[config.mk]
export PLATFORM = sky130hd
export DESIGN_NAME = display_timings_1080p
export DESIGN_NICKNAME = d
export VERILOG_FILES = /design/src/rtl/display_timings_1080p.sv
export SDC_FILE = /design/constraint.sdc
export NUM_CORES = 1
export LEC_CHECK = 0
export CORE_UTILIZATION = 25
export CTS_BUF_LIST = sky130_fd_sc_hd__clkbuf_4 sky130_fd_sc_hd__clkbuf_8
export CTS_CLUSTER_SIZE = 20
export DETAILED_ROUTE_END_ITERATION = 10
export DONT_BUFFER_PORTS = 1
export PLACE_DENSITY = 0.41
export REMOVE_ABC_BUFFERS = 1
export SLEW_MARGIN = 30
export SYNTH_ARGS = -nofsm -noshare
export SYNTH_HDL_FRONTEND = slang
export SYNTH_SLANG_ARGS = --single-unit
[constraint.sdc]
create_clock -name clk_pix -period 7 [get_ports clk_pix]
set_input_delay 1.05 -clock clk_pix [delete_from_list [all_inputs] [get_ports clk_pix]]
set_output_delay 1.05 -clock clk_pix [all_outputs]
set_load 0.005 [all_outputs]
[src/rtl/display_timings_1080p.sv]
// Video timing generator, 1920x1080 (CEA-861 1080p) by default.
// Waits for the pixel clock to hold lock for LOCK_CYCLES consecutive cycles,
// then scans raster coordinates with syncs, data enable and line/frame strobes.
// Ports:
//   clk_pix        pixel clock
//   rst_pix_n      synchronous active-low reset
//   clk_pix_locked pixel clock lock, already in the clk_pix domain
//   sx, sy         current pixel position
//   de             active-video data enable
//   hsync, vsync   active-high syncs
//   line, frame    one-cycle strobes at sx=0 / at sx=0,sy=0
//   running        timing is being generated
//   frame_cnt      frames started since entering RUN (first frame is 0)
module display_timings_1080p #(
  parameter int unsigned H_RES       = 1920,
  parameter int unsigned H_FP        = 88,
  parameter int unsigned H_SYNC      = 44,
  parameter int unsigned H_BP        = 148,
  parameter int unsigned V_RES       = 1080,
  parameter int unsigned V_FP        = 4,
  parameter int unsigned V_SYNC      = 5,
  parameter int unsigned V_BP        = 36,
  parameter int unsigned LOCK_CYCLES = 16,
  parameter int unsigned CORDW       = 12
) (
  input  logic             clk_pix,
  input  logic             rst_pix_n,
  input  logic             clk_pix_locked,
  output logic [CORDW-1:0] sx,
  output logic [CORDW-1:0] sy,
  output logic             de,
  output logic             hsync,
  output logic             vsync,
  output logic             line,
  output logic             frame,
  output logic             running,
  output logic [15:0]      frame_cnt
);

  localparam int unsigned H_TOT = H_RES + H_FP + H_SYNC + H_BP;
  localparam int unsigned V_TOT = V_RES + V_FP + V_SYNC + V_BP;
  localparam int unsigned LCW   = (LOCK_CYCLES > 2) ? $clog2(LOCK_CYCLES) : 1;

  localparam logic [CORDW-1:0] H_LAST   = CORDW'(H_TOT - 1);
  localparam logic [CORDW-1:0] V_LAST   = CORDW'(V_TOT - 1);
  localparam logic [CORDW-1:0] H_ACT    = CORDW'(H_RES);
  localparam logic [CORDW-1:0] V_ACT    = CORDW'(V_RES);
  localparam logic [CORDW-1:0] HS_BEG   = CORDW'(H_RES + H_FP);
  localparam logic [CORDW-1:0] HS_END   = CORDW'(H_RES + H_FP + H_SYNC);
  localparam logic [CORDW-1:0] VS_BEG   = CORDW'(V_RES + V_FP);
  localparam logic [CORDW-1:0] VS_END   = CORDW'(V_RES + V_FP + V_SYNC);
  localparam logic [LCW-1:0]   LOCK_END = LCW'(LOCK_CYCLES - 1);

  typedef enum logic [1:0] {
    ST_IDLE = 2'd0,
    ST_WAIT = 2'd1,
    ST_RUN  = 2'd2
  } state_t;

  state_t           state, state_n;
  logic [LCW-1:0]   lock_cnt, lock_cnt_n;
  logic [CORDW-1:0] sx_n, sy_n;
  logic [15:0]      frame_cnt_n;
  logic             run_n, de_n, hsync_n, vsync_n, line_n, frame_n;

  // Next state and the coordinates of the pixel presented next cycle;
  // every output is then decoded from these so all registers stay aligned.
  always_comb begin
    state_n     = state;
    lock_cnt_n  = '0;
    sx_n        = '0;
    sy_n        = '0;
    frame_cnt_n = '0;
    run_n       = 1'b0;
    case (state)
      ST_IDLE: begin
        if (clk_pix_locked) state_n = ST_WAIT;
      end
      ST_WAIT: begin
        if (!clk_pix_locked) begin
          state_n = ST_IDLE;
        end else if (lock_cnt == LOCK_END) begin
          // first RUN cycle shows pixel (0,0) and frame_cnt 0
          state_n = ST_RUN;
          run_n   = 1'b1;
        end else begin
          lock_cnt_n = lock_cnt + 1'b1;
        end
      end
      ST_RUN: begin
        if (!clk_pix_locked) begin
          state_n = ST_IDLE;
        end else begin
          run_n       = 1'b1;
          frame_cnt_n = frame_cnt;
          if (sx == H_LAST) begin
            if (sy == V_LAST) begin
              frame_cnt_n = frame_cnt + 16'd1;
            end else begin
              sy_n = sy + 1'b1;
            end
          end else begin
            sx_n = sx + 1'b1;
            sy_n = sy;
          end
        end
      end
      default: state_n = ST_IDLE;
    endcase

    de_n    = run_n && (sx_n < H_ACT) && (sy_n < V_ACT);
    hsync_n = run_n && (sx_n >= HS_BEG) && (sx_n < HS_END);
    vsync_n = run_n && (sy_n >= VS_BEG) && (sy_n < VS_END);
    line_n  = run_n && (sx_n == '0);
    frame_n = line_n && (sy_n == '0);
  end

  // State and output registers
  always_ff @(posedge clk_pix) begin
    if (!rst_pix_n) begin
      state     <= ST_IDLE;
      lock_cnt  <= '0;
      sx        <= '0;
      sy        <= '0;
      de        <= 1'b0;
      hsync     <= 1'b0;
      vsync     <= 1'b0;
      line      <= 1'b0;
      frame     <= 1'b0;
      running   <= 1'b0;
      frame_cnt <= '0;
    end else begin
      state     <= state_n;
      lock_cnt  <= lock_cnt_n;
      sx        <= sx_n;
      sy        <= sy_n;
      de        <= de_n;
      hsync     <= hsync_n;
      vsync     <= vsync_n;
      line      <= line_n;
      frame     <= frame_n;
      running   <= run_n;
      frame_cnt <= frame_cnt_n;
    end
  end

endmodule

==> run_results.csv, run 1 <==
group,metric,value,unit
finish,seqCellArea,1040,sq um
global_routing,grt_antenna_before_repair,0,
timing,maxSlewViolCount,0,
worst_setup_path,cpMaxStageDelayCell,"or4b_1",
clocking,cts_root_buf,"clkbuf_8",
timing,setup_viol_count_final,0,
logic_synthesis,synth_edf_count,0,
timing,period_minus_slack,3.19,ns
finish,fillers,1135,
logic_synthesis,yosysSeqAreaShare,0.384,
floorplan,rows,37,
routing,viasPerCell,4.98,
logic_synthesis,ys_ff_latch,52,
logic_synthesis,synthDistinctLibCells,46,
finish,drive_above_1_share,0.0717,
global_routing,grt_pass1_vias,2107,
clocking,cts_hold_buf,0,
pwr,power.total,0.485,mW
logic_synthesis,netlist_area,2710,sq um
flow_run,maxCapViolCount,0,
worst_setup_path,start_kind,"flip-flop",
clocking,postCtsSetupBuffers,0,
worst_setup_path,cp-end-kind,"flip-flop",
pwr,p_leak,0.853,nW
clocking,cts_tree,"done",
routing,dr_total_vias,2275,
global_routing,grt.total_usage,0.133,
logic_synthesis,synth-warning-count,0,
finish,postLayoutCoreUtil,0.278,
hold_path,min-delay-start,"lock_cnt[0]$_SDFF_PP0_",
logic_synthesis,yosysTopAreaCell,"dfxtp_1",
clocking,cts_resized,0,
worst_setup_path,cp-startpoint,"sx[0]$_SDFF_PN0_",
hold_path,hp-class,"flip-flop to flip-flop",
timing,final.period_utilization,0.456,
timing,timing.slew.headroom,0.467,
floorplan,fp.dieArea,11300,sq um
timing,tns,0,ns
place,place_hpwl,5250,um
worst_setup_path,worst-path-buf-inv,0,
outcome,status,"finished clean",
routing,route.detailed.drc,0,
routing,first_iter_violations,88,
floorplan,start_util,0.260,
worst_setup_path,max_stage_delay,0.58,ns
clocking,htree_levels,2,
floorplan,die_w,106,um
global_routing,gr-total-overflow,0,
clocking,cts_buffers,5,
place,gp_congestion,0.775,
clocking,clock_latency,0.31,ns
global_routing,grt_pass1_wl,11700,um
worst_setup_path,cp.required,7.21,ns
finish,antenna_cells,0,
routing,firstDrtPassIters,4,
logic_synthesis,synth_top_area_frac,0.384,
global_routing,grt_max_degree,19,
pwr,irDropWorstVdd,0.0000720,V
worst_setup_path,crit_path_max_fanout,9,
floorplan,core-area,10400,sq um
clocking,clkTransAtPathRegs,0.10,ns
worst_setup_path,critPathKind,"flip-flop to flip-flop",
worst_setup_path,rr_startpoint,"sx[0]$_SDFF_PN0_",
worst_setup_path,crit_chain,"ha_1 > nand4bb_1 > or3_1 > nor2_2 > xnor2_1 > a31oi_1 > or4b_1 > a2111oi_2",
clocking,clockBufferDepth,2,
worst_setup_path,worst_ep_arrival_time,3.40,ns
finish,multi_input_area,1550,sq um
timing,rsz0062_at_grt,"no",
timing,clock_skew,0.00794,ns
pwr,power_per_cell_area,167,nW/um^2
floorplan,die_h,106,um
logic_synthesis,syn_inst,326,
worst_setup_path,cpLargestDelayFamily,"simple AND/OR/NAND/NOR gates",
clocking,cts_sinks,52,
floorplan,io_pins,49,
logic_synthesis,async_flop_share,0,
place,io_buffers,0,
timing,max_slew.worst_pin.slew,0.797,ns
finish,nets,331,
logic_synthesis,synthTopCellsByArea,"dfxtp_1 38%, nor2_1 6.5%, xor2_1 5.5%",
routing,postRouteAntennaNets,0,
logic_synthesis,syn_avg_cell_area,8.31,sq um
routing,wl_per_cell,15.7,um
timing,hold_viol_final,0,
routing,detail_route.wirelength,7160,um
finish,area_growth_syn_to_layout,7.07,%
logic_synthesis,ys.flop_type,"dfxtp_1",
timing,fmax,313,MHz
==> cells in the final DEF, fill, tap and decap left out, types with 2 or more instances in the layout <==
cell type  instances
nand3_1           16
or3_4              3
nand3b_1           2
a21boi_0           2
o21ai_0           14
clkbuf_8           5
or2_2              4
a21oi_1           18
ha_1               8
xnor2_1           12
xor2_1            17
nor2_1            47
dfxtp_1           52
and3_1             5
o22ai_1            3
mux2i_1            3
or3_1              6
inv_1             12
nor3_1             8
nand4_1           13
and2_1             6
a31oi_1            3
nor2_2             2
nand2_1           26
nor4_1             4
and4_1             6
nand2b_1           2
o31a_1             2
==> area by class of cell <==
class,count,share of cell area
multi-input cells,249,0.535
flip-flops and latches,52,0.359
well taps,136,0.0587
clock buffers,6,0.0263
inverters,12,0.0155
clock inverters,2,0.00561
==> layer usage <==
metal	up-vias	part of all wire	global-route usage
met5	-	0	0
met4	0	0.0081	0.0327
met3	7	0.084	0.0478
met2	62	0.43	0.194
met1	1068	0.47	0.185
li1	1138	-	-
==> cell usage after synthesis, types with 8 or more instances <==
| library cell | number |
|---|---|
| dfxtp_1 | 52 |
| clkbuf_1 | 10 |
| ha_1 | 8 |
| nor2_1 | 47 |
| a21oi_1 | 18 |
| nand4_1 | 13 |
| inv_1 | 12 |
| nor3_1 | 8 |
| nand3_1 | 16 |
| xor2_1 | 17 |
| nand2_1 | 26 |
| xnor2_1 | 12 |
| o21ai_0 | 14 |
==> worst register-to-register path, delay by kind of cell, from the launching register on <==
kind	cells	cell delay, ns
fa+ha+maj	1	0.37
flops	1	0.45
compound gates	2	0.46
xor+xnor	1	0.22
simple gates	4	1.59
==> report_power, final <==
part           leakage [nW]  internal [mW]  switching, mW
sequential            0.419          0.296       0.000736
clock                0.0448         0.0754          0.108
combinational         0.389        0.00193        0.00306
total                 0.853          0.374          0.111
==> cells by family (layout without fill, tap and decap cells) <==
kind of cell             after synthesis  after routing  synth area share
adder cells (fa/ha/maj)                8              8            0.0370
AO/OA/AOI/OAI                         50             50             0.119
flip-flops                            52             52             0.384
buffers and inverters                 25             20            0.0430
XOR/XNOR                              29             29            0.0938
multiplexers                           3              3            0.0111
AND/OR/NAND/NOR                      159            159             0.312
==> path summary, 6_finish.rpt <==
path	endpoint	slack (ns)	cells after the start
setup / recovery	vsync$_SDFF_PN0_	3.81	8
hold / removal	lock_cnt[0]$_SDFF_PP0_	0.45	1
setup reg to reg	vsync$_SDFF_PN0_	3.81	8
hold reg to reg	lock_cnt[0]$_SDFF_PP0_	0.45	1
==> sequential cells by signal, indices dropped and copies added, names as in the netlist <==
register and count:
line 1, lock_cnt 4, frame_cnt 16, state 2
sx 12, sy 12, hsync 1, frame 1
de 1, vsync 1, running 1
==> through the flow <==
| stage | area [sq um] | worst slack, ns | hold WS (ns) | std cells |
|---|---|---|---|---|
| CTS | 2900 | 3.84 | 0.460 | 457 |
| finish | 2900 | 3.81 | 0.449 | 457 |
| global placement | 2810 | 3.96 | 0.445 | 449 |
| floorplan | 2640 | 4.19 | 0.418 | 313 |
| global route | 2900 | 3.61 | 0.501 | 457 |
| detailed placement | 2810 | 3.88 | 0.441 | 449 |
No activity file was read; power rests on OpenSTA's default activity.
==> run 2: changes to the inputs <==
Settings changed: ABC_AREA set to 1.
Clock period 7 ns to 3.3 ns, I/O delays scaled along.
==> run_results.csv, run 2 <==
group,metric,value,unit
floorplan,fp.dieArea,12900,sq um
timing,tns,0,ns
logic_synthesis,synth-warning-count,0,
clocking,htree_levels,2,
place,gp_congestion,0.844,
global_routing,grt_pass1_vias,2803,
worst_setup_path,cp-end-kind,"flip-flop",
finish,layout_common_cells,"110 x nand2_1, 94 x nor2_1, 58 x inv_1",
logic_synthesis,ys_ff_latch,52,
logic_synthesis,synth_top_area_frac,0.335,
worst_setup_path,max_stage_delay,0.36,ns
clocking,cts_tree,"done",
pwr,irDropWorstVdd,0.000120,V
timing,fmax,429,MHz
worst_setup_path,crit_chain,"inv_1 > ha_1 > nand2_4 > inv_1 > nor2_1 > nor3_2 > inv_1 > nor2_1 > nand4_1 > nor2_1",
worst_setup_path,rr_startpoint,"state[0]$_SDFFE_PN0P_",
outcome,status,"finished clean",
finish,antenna_cells,0,
timing,maxSlewViolCount,0,
logic_synthesis,async_flop_share,0,
finish,fillers,1356,
worst_setup_path,start_kind,"flip-flop",
logic_synthesis,ys.flop_type,"dfxtp_1",
worst_setup_path,worst_ep_arrival_time,2.60,ns
finish,area_growth_syn_to_layout,8.39,%
timing,hold_viol_final,0,
logic_synthesis,netlist_area,3100,sq um
routing,viasPerCell,4.39,
logic_synthesis,syn_inst,474,
finish,top_register,"frame_cnt",
logic_synthesis,yosysTopAreaCell,"dfxtp_1",
worst_setup_path,crit_path_max_fanout,6,
timing,timing.slew.headroom,0.662,
finish,nets,486,
global_routing,grt.total_usage,0.141,
floorplan,rows,40,
timing,setup_viol_count_final,0,
finish,seqCellArea,1040,sq um
floorplan,core-area,12100,sq um
clocking,cts_hold_buf,0,
floorplan,die_h,113,um
logic_synthesis,synth_edf_count,0,
timing,period_minus_slack,2.33,ns
clocking,cts_buffers,5,
routing,firstDrtPassIters,5,
global_routing,grt_max_degree,29,
finish,drive_above_1_share,0.0882,
routing,first_iter_violations,123,
worst_setup_path,cpMaxStageDelayCell,"ha_1",
pwr,p_leak,1.37,nW
clocking,clockBufferDepth,2,
place,place_hpwl,6620,um
timing,clock_skew,0.00794,ns
finish,final_common_cell,"nand2_1",
routing,wl_per_cell,13.1,um
logic_synthesis,yosysMostFrequentCell,"nand2_1",
global_routing,grt_pass1_wl,14000,um
routing,dr_total_vias,2830,
floorplan,die_w,113,um
flow_run,maxCapViolCount,0,
worst_setup_path,cp-startpoint,"state[0]$_SDFFE_PN0P_",
hold_path,hp-class,"primary input to flip-flop",
routing,detail_route.wirelength,8420,um
logic_synthesis,synthDistinctLibCells,34,
pwr,power_per_cell_area,314,nW/um^2
logic_synthesis,synth_common_cells,"110 x nand2_1, 94 x nor2_1, 58 x inv_1",
routing,route.detailed.drc,0,
clocking,clkTransAtPathRegs,0.10,ns
global_routing,gr-total-overflow,0,
clocking,cts_root_buf,"clkbuf_8",
clocking,postCtsSetupBuffers,0,
finish,multi_input_area,1770,sq um
finish,reg_top3,"frame_cnt: 16 flops, sx: 12 flops, sy: 12 flops",
clocking,cts_resized,0,
floorplan,io_pins,49,
place,io_buffers,0,
logic_synthesis,yosysSeqAreaShare,0.335,
worst_setup_path,critPathKind,"flip-flop to flip-flop",
clocking,clock_latency,0.33,ns
clocking,cts_sinks,52,
finish,largest_reg_flops,16,
pwr,power.total,1.06,mW
worst_setup_path,cp.required,3.57,ns
floorplan,start_util,0.257,
timing,max_slew.worst_pin.slew,0.507,ns
global_routing,grt_antenna_before_repair,0,
timing,final.period_utilization,0.707,
timing,rsz0062_at_grt,"no",
logic_synthesis,syn_avg_cell_area,6.55,sq um
routing,postRouteAntennaNets,0,
logic_synthesis,synthTopCellsByArea,"dfxtp_1 34%, nand2_1 13%, nor2_1 11%",
hold_path,min-delay-start,"clk_pix_locked",
[run 2: cell count changes in the layout (fill, tap and decap cells not counted), moves of 7 or more]
cell / before / now
nand2_1: 26 / 110
nor2_1: 47 / 94
inv_1: 12 / 58
nand3_1: 16 / 32
xnor2_1: 12 / 3
xor2_1: 17 / 9
inv_2: 0 / 7
nand2_2: 0 / 7
[run 2: logic make-up (layout without fill, tap and decap cells)]
logic type / Yosys count / in the layout / synth area share
DFF: 52 / 52 / 0.335
AOI/OAI and AO/OA: 34 / 34 / 0.0589
adders and majority gates: 8 / 8 / 0.0323
xor gates and xnor gates: 12 / 12 / 0.0339
and+or+nand+nor: 297 / 297 / 0.446
buffers and inverters: 71 / 73 / 0.0940
[run 2: final timing paths]
kind                                               end  cells after the start  slack [ns]
worst max-delay path                  frame$_SDFF_PN0_                     10        0.97
worst min-delay path                  sx[8]$_SDFF_PN0_                      2        0.34
worst max register to register        frame$_SDFF_PN0_                     10        0.97
worst min register to register  lock_cnt[0]$_SDFF_PP0_                      1        0.45
[run 2: metrics by stage]
| step | cells | setup slack, ns | area (sq um) | utilization | hold WS [ns] |
|---|---|---|---|---|---|
| 5_1_grt | 644 | 0.667 | 3360 | 0.279 | 0.338 |
| 2_1_floorplan | 468 | 1.51 | 3060 | - | 0.418 |
| 3_3_place_gp | 636 | 0.886 | 3270 | 0.271 | 0.434 |
| 6_report | 644 | 0.967 | 3360 | 0.279 | 0.337 |
| 4_1_cts | 644 | 0.821 | 3360 | 0.279 | 0.311 |
| 3_5_place_dp | 636 | 0.853 | 3270 | 0.271 | 0.438 |
[run 2: power breakdown]
group          total [mW]  internal [mW]  switching (mW)
logic              0.0199        0.00576          0.0141
registers           0.631          0.629         0.00155
clock network       0.404          0.179           0.225
[run 2: cell type report]
type / instances / share of cell area
Tap cell: 168 / 0.0625
Inverter: 65 / 0.0725
Multi-Input combinational cell: 351 / 0.526
Clock buffer: 7 / 0.0268
Clock inverter: 1 / 0.00223
Sequential cell: 52 / 0.310
[run 2: per-layer routing]
| metal | up-vias | GRT usage | part of all wire |
|---|---|---|---|
| met2 | 51 | 0.241 | 0.46 |
| met5 | - | 0 | 0 |
| li1 | 1502 | - | - |
| met3 | 10 | 0.0441 | 0.058 |
| met4 | 0 | 0.0667 | 0.021 |
| met1 | 1267 | 0.161 | 0.46 |
[run 2: critical path, delay by kind of cell, from the launching register on]
kind	cells	cell delay, ns
AND/OR/NAND/NOR	6	1.15
buffers and inverters	3	0.40
adder cells (fa/ha/maj)	1	0.36
flip-flops	1	0.33
